File: src/rtl/sparse_sampler_pkg.sv
// Shared constants and FSM encoding for the sparse index sampler and its companion blocks.
// The geometry here sets the default sizes used by the sampler.
package sparse_sampler_pkg;

  localparam int r        = 10163;
  localparam int H_WT     = 71;
  localparam int H_ADDR_W = 7;
  localparam int H_DAT_W  = 14;
  localparam int RND_W    = 16;

  typedef enum logic [2:0] {
    IDLE,
    FETCH,
    CHECK,
    SCAN,
    WRITE,
    FIN
  } state_t;

endpackage

File: src/rtl/sparse_sampler.sv
// Draws H_WT distinct indices in 0..r-1 from a random word stream and writes them to h memory,
// rejecting out-of-range words and duplicates found by scanning the entries already written.
module sparse_sampler #(
  parameter int r        = sparse_sampler_pkg::r,
  parameter int H_WT     = sparse_sampler_pkg::H_WT,
  parameter int H_ADDR_W = sparse_sampler_pkg::H_ADDR_W,
  parameter int H_DAT_W  = sparse_sampler_pkg::H_DAT_W,
  parameter int RND_W    = sparse_sampler_pkg::RND_W
) (
  input  logic                clk,
  input  logic                rst,
  input  logic                start,
  output logic                done,
  input  logic                rnd_valid,
  input  logic [RND_W-1:0]    rnd_data,
  output logic                rnd_ready,
  output logic [H_ADDR_W-1:0] h_addra,
  output logic                h_wea,
  output logic [H_DAT_W-1:0]  h_douta,
  output logic [H_ADDR_W-1:0] h_addrb,
  input  logic [H_DAT_W-1:0]  h_dinb
);

  import sparse_sampler_pkg::*;

  localparam logic [H_ADDR_W-1:0] WT_CNT = H_ADDR_W'(H_WT);
  localparam logic [H_DAT_W-1:0]  R_LIM  = H_DAT_W'(r);

  state_t              state, state_nxt;
  logic [H_ADDR_W-1:0] wcnt;
  logic [H_DAT_W-1:0]  cand;
  logic                pend;   // h_dinb carries data for the address issued last cycle
  logic                last;   // that address was the final one of the scan
  logic                hit;
  logic                final_addr;
  logic                unused_rnd_hi;

  assign unused_rnd_hi = ^rnd_data[RND_W-1:H_DAT_W];
  assign hit           = pend && (h_dinb == cand);
  assign final_addr    = (h_addrb + 1'b1) == wcnt;

  // NOTE: every signal written in always_comb gets a default first, otherwise a latch is inferred.
  always_comb begin
    state_nxt = state;
    unique case (state)
      IDLE:  if (start) state_nxt = FETCH;
      FETCH: if (rnd_valid) state_nxt = CHECK;
      CHECK: begin
        if (cand >= R_LIM)     state_nxt = FETCH;
        else if (wcnt == '0)   state_nxt = WRITE;
        else                   state_nxt = SCAN;
      end
      SCAN: begin
        if (hit)       state_nxt = FETCH;
        else if (last) state_nxt = WRITE;
      end
      WRITE: state_nxt = ((wcnt + 1'b1) == WT_CNT) ? FIN : FETCH;
      FIN:   state_nxt = IDLE;
      default: state_nxt = IDLE;
    endcase
  end

  assign rnd_ready = (state == FETCH);
  assign h_wea     = (state == WRITE);
  assign h_addra   = h_wea ? wcnt : '0;
  assign h_douta   = cand;
  assign done      = (state == FIN);

  // NOTE: sequential state uses non-blocking assignments so every register samples pre-edge values.
  always_ff @(posedge clk) begin
    if (rst) begin
      state   <= IDLE;
      wcnt    <= '0;
      cand    <= '0;
      h_addrb <= '0;
      pend    <= 1'b0;
      last    <= 1'b0;
    end else begin
      state <= state_nxt;
      unique case (state)
        IDLE:  if (start) wcnt <= '0;
        FETCH: if (rnd_valid) cand <= rnd_data[H_DAT_W-1:0];
        CHECK: begin
          h_addrb <= '0;
          pend    <= 1'b0;
          last    <= 1'b0;
        end
        SCAN: begin
          pend <= 1'b1;
          last <= final_addr;
          if (!final_addr) h_addrb <= h_addrb + 1'b1;
        end
        WRITE: wcnt <= wcnt + 1'b1;
        default: ;
      endcase
    end
  end

endmodule

File: config.mk
export PLATFORM = sky130hd
export DESIGN_NAME = sparse_sampler
export DESIGN_NICKNAME = d
export VERILOG_FILES = /design/src/rtl/sparse_sampler_pkg.sv /design/src/rtl/sparse_sampler.sv
export SDC_FILE = /design/constraint.sdc
export NUM_CORES = 1
export LEC_CHECK = 0
export CORE_MARGIN = 3
export CORE_UTILIZATION = 43
export CTS_CLUSTER_SIZE = 8
export DETAILED_ROUTE_END_ITERATION = 12
export PLACE_DENSITY = 0.76
export SLEW_MARGIN = 0
export SYNTH_ARGS = -nofsm -noshare
export SYNTH_HDL_FRONTEND = slang
export SYNTH_SLANG_ARGS = --single-unit
File: constraint.sdc
create_clock -name clk -period 2.1 [get_ports clk]
set_input_delay 0.63 -clock clk [delete_from_list [all_inputs] [get_ports clk]]
set_output_delay 0.63 -clock clk [all_outputs]
set_load 0.03 [all_outputs]
==> flow_summary.toml, run 1 <==
[yosys]
synth_cell_types = 47
synth-seq-cells = 33
synth.yosys.warnings = 0
synth_seq_area_share_pct = 29.3
synth.avg_cell_area_um2 = 7.63
synth_fp_nets = 333
syn-cell-area_um2 = 2250
yosys.area.top_type = "sky130_fd_sc_hd__dfxtp_1"
synthDominantCellAreaShare_pct = 29.3
yosys-top-cells-area = "sky130_fd_sc_hd__dfxtp_1 (29%), sky130_fd_sc_hd__nand2_1 (8.3%), sky130_fd_sc_hd__xnor2_1 (7.4%)"
syn_inst = 295

[critical_path]
worst_path_dominant_cell_family = "buffers and inverters"
timing.rr.end = "last"
ff2ff_setup_slack_ps = 90
slowest_stage = "sky130_fd_sc_hd__clkdlybuf4s50_1"
ff2ff_path_depth = 7
timing.critical_path.from_type = "flip-flop"
worstSetupPathType = "reg2out"
worstPathBufferInverterCount = 1
critical_path.max_fanout = 5
timing.critical_path.required_ps = 1470
timing.rr.start = "h_addrb[1]"
cp_cell_sequence = "clkdlybuf4s50_1"
endpoint_kind = "primary output"
cp_data_arrival_time_ps = 1410
delay_of_the_slowest_cell_on_the_worst_path_ps = 710

[hold_path]
min_from = "pend"
worstHoldPathCells = 2
worstHoldEndpoint = "pend"
holdCritPathClass = "reg2reg"

[routing]
drt_pass1_iterations = 4
route.detailed.vias_per_inst = 5.39
drc = 0
first_iteration_detailed_routing_drc_count = 126
detail-route-antenna-nets = 0
wire_per_inst_um = 14.0
routed_wirelength_um = 5980
total_via_count_in_the_routed_design = 2297

[sta]
slew_viol_final = 0
finalCriticalPeriod_ps = 2040
final-setup-viol-count = 0
clock.fmax_mhz = 489
maxSlewHeadroom_pct = 68.2
timing.final.ws_setup_ps = 55.3
max_slew.worst_pin.slew_ps = 476
hold_violations = 0
rsz0062_at_grt = "yes"
share_of_the_clock_period_used_by_the_worst_path_pct = 97.4
clock-skew-final_ps = 3.27

[clock_tree]
cts_max_path_buffers = 2
cts_setup_buffers = 0
cts_hold_buf = 0
cts_root_buf = "sky130_fd_sc_hd__clkbuf_8"
worst_skew_pair.late_latency_ps = 280
htreeDepth = 2
tritoncts = "done"
worst_path_clk_slew_ps = 70
clkSinkCount = 33
inserted_clock_buffers = 5

[placement]
gp_congestion = 0.824
post_place_setup_slack_ps = -311
dpl.hpwl_um = 4430
placedCellCount = 418
numPortBuffers = 62

[power]
vdd_ir_drop_max_mv = 0.226
power_density_nw_per_um2 = 451
p_leak_uw = 0.00113
report.power.total_uw = 1380

[floorplan]
dieWidth_um = 78.4
fp.dieArea_um2 = 6140
core_area_um2 = 4880
initial_core_util_pct = 46.1
chipHeight_um = 78.4
row_count = 25
ios = 65

[job]
cap_viol_max_count = 0

[cells_and_area]
final_cells = 426
antennaDiodeCount = 0
mostFrequentLayoutCell = "sky130_fd_sc_hd__nand2_1"
nNetsFinal = 396
area_delta_synth_final_pct = 36.1
drive_above_1_share_pct = 16.4
mostFrequentLayoutCells = "sky130_fd_sc_hd__nand2_1 (49), sky130_fd_sc_hd__clkdlybuf4s50_1 (45), sky130_fd_sc_hd__dfxtp_1 (31), sky130_fd_sc_hd__buf_4 (29), sky130_fd_sc_hd__a21oi_1 (27)"

[outcome]
status = "completed"

[global_route]
pin_count_of_the_biggest_net_entering_global_routing = 25
track_usage_pct = 20.1
first_global_vias = 2269
grt-ovfl-total = 0
grt_first_pass_wirelength_um = 10000
number_of_antenna_violations_at_the_first_check_in_global_routing = 0
-- worst max path at each step --
stage	start	endpoint	cells past startpoint	slack [ps]
after floorplan	h_addrb[0]	h_addrb[0]	9	-30
after global placement	h_dinb[0]	state[2]	6	-300
after detailed placement	h_dinb[9]	state[2]	6	-310
after CTS	h_douta[11]	h_douta[11]	1	20
after global routing	h_dinb[0]	state[2]	6	-10
final	h_addrb[6]	h_addrb[6]	1	60
-- repair_timing --
item	4_1_cts	5_1_grt
resized for setup	9	4
pin swaps	0	4
setup endpoints to repair	13	8
-- cell families (layout without fill, tap and decap cells) --
family                   Yosys count  count (layout)  share of synthesized area [%]
buffers and inverters             29              93                           7.17
XOR/XNOR                          23              23                           8.95
AO/OA/AOI/OAI                     63              63                           19.7
adder cells (fa/ha/maj)            4               4                           2.22
AND/OR/NAND/NOR                  143             143                           32.6
flip-flops                        33              33                           29.3
-- flip-flops by register name, indices dropped and copies added, names as in the netlist --
name,flops
state,3
wcnt,7
last,1
pend,1
h_addrb,7
h_douta,14
-- report_power, final --
group | internal [uW] | switching [uW] | total, uW
Clock | 229 | 230 | 459
Combinational | 132 | 132 | 264
Sequential | 639 | 19.8 | 659
Total | 1000 | 381 | 1380
-- final cells by class --
type                       instances  area (um2)
clock buffer                       6        72.6
clock inverter                     2        10.0
fill                             455        1820
inverter                           4        17.5
multi-input combinational        233        1470
sequential                        33         668
tap                               67        83.8
timing repair buffer              81         737
-- cell usage after synthesis, drive strengths merged --
master	n
xnor2	19
dfxtp	33
xor2	4
ha	4
inv	4
a221o	1
a311oi	3
and3	2
o21ai	6
nand2	50
or3	3
or2	1
nor2	20
nand2b	6
o21ba	1
clkbuf	10
nand3	18
a21boi	1
a21oi	27
o311ai	2
buf	15
and2b	1
a211oi	5
a22oi	1
o22ai	1
and3b	1
a41oi	2
nor4b	1
a21o	1
or4	3
nor2b	2
a31oi	4
o21a	1
nor3b	6
nand4	8
nor3	4
and2	7
a222oi	1
a2111oi	1
nand3b	8
o211ai	5
or3b	1
nand4b	1
-- per-layer routing --
layer / global-route usage (%) / wire, um / vias to the layer above
li1: - / - / 1160
met1: 23.2 / 2610 / 1061
met2: 35.7 / 2900 / 67
met3: 6.19 / 390 / 9
met4: 5.42 / 75 / 0
met5: 0 / 0 / -
-- through the flow --
stage	hold slack (ps)	cell area (um2)	util, %	TNS (ps)
5_1_grt	517	3060	62.8	-22.6
3_5_place_dp	481	2960	60.7	-831
3_3_place_gp	451	2960	60.7	-798
4_1_cts	489	3050	62.5	0
2_1_floorplan	437	2300	-	-37.0
6_report	487	3060	62.8	0
(Power assumes the default switching activity.)
==> inputs of run 2 (changes only) <==
- ABC_CLOCK_PERIOD_IN_PS: not set -> 2100
==> results of run 2 <==
Final layout, timing and power as in run 1 (identical DEF).
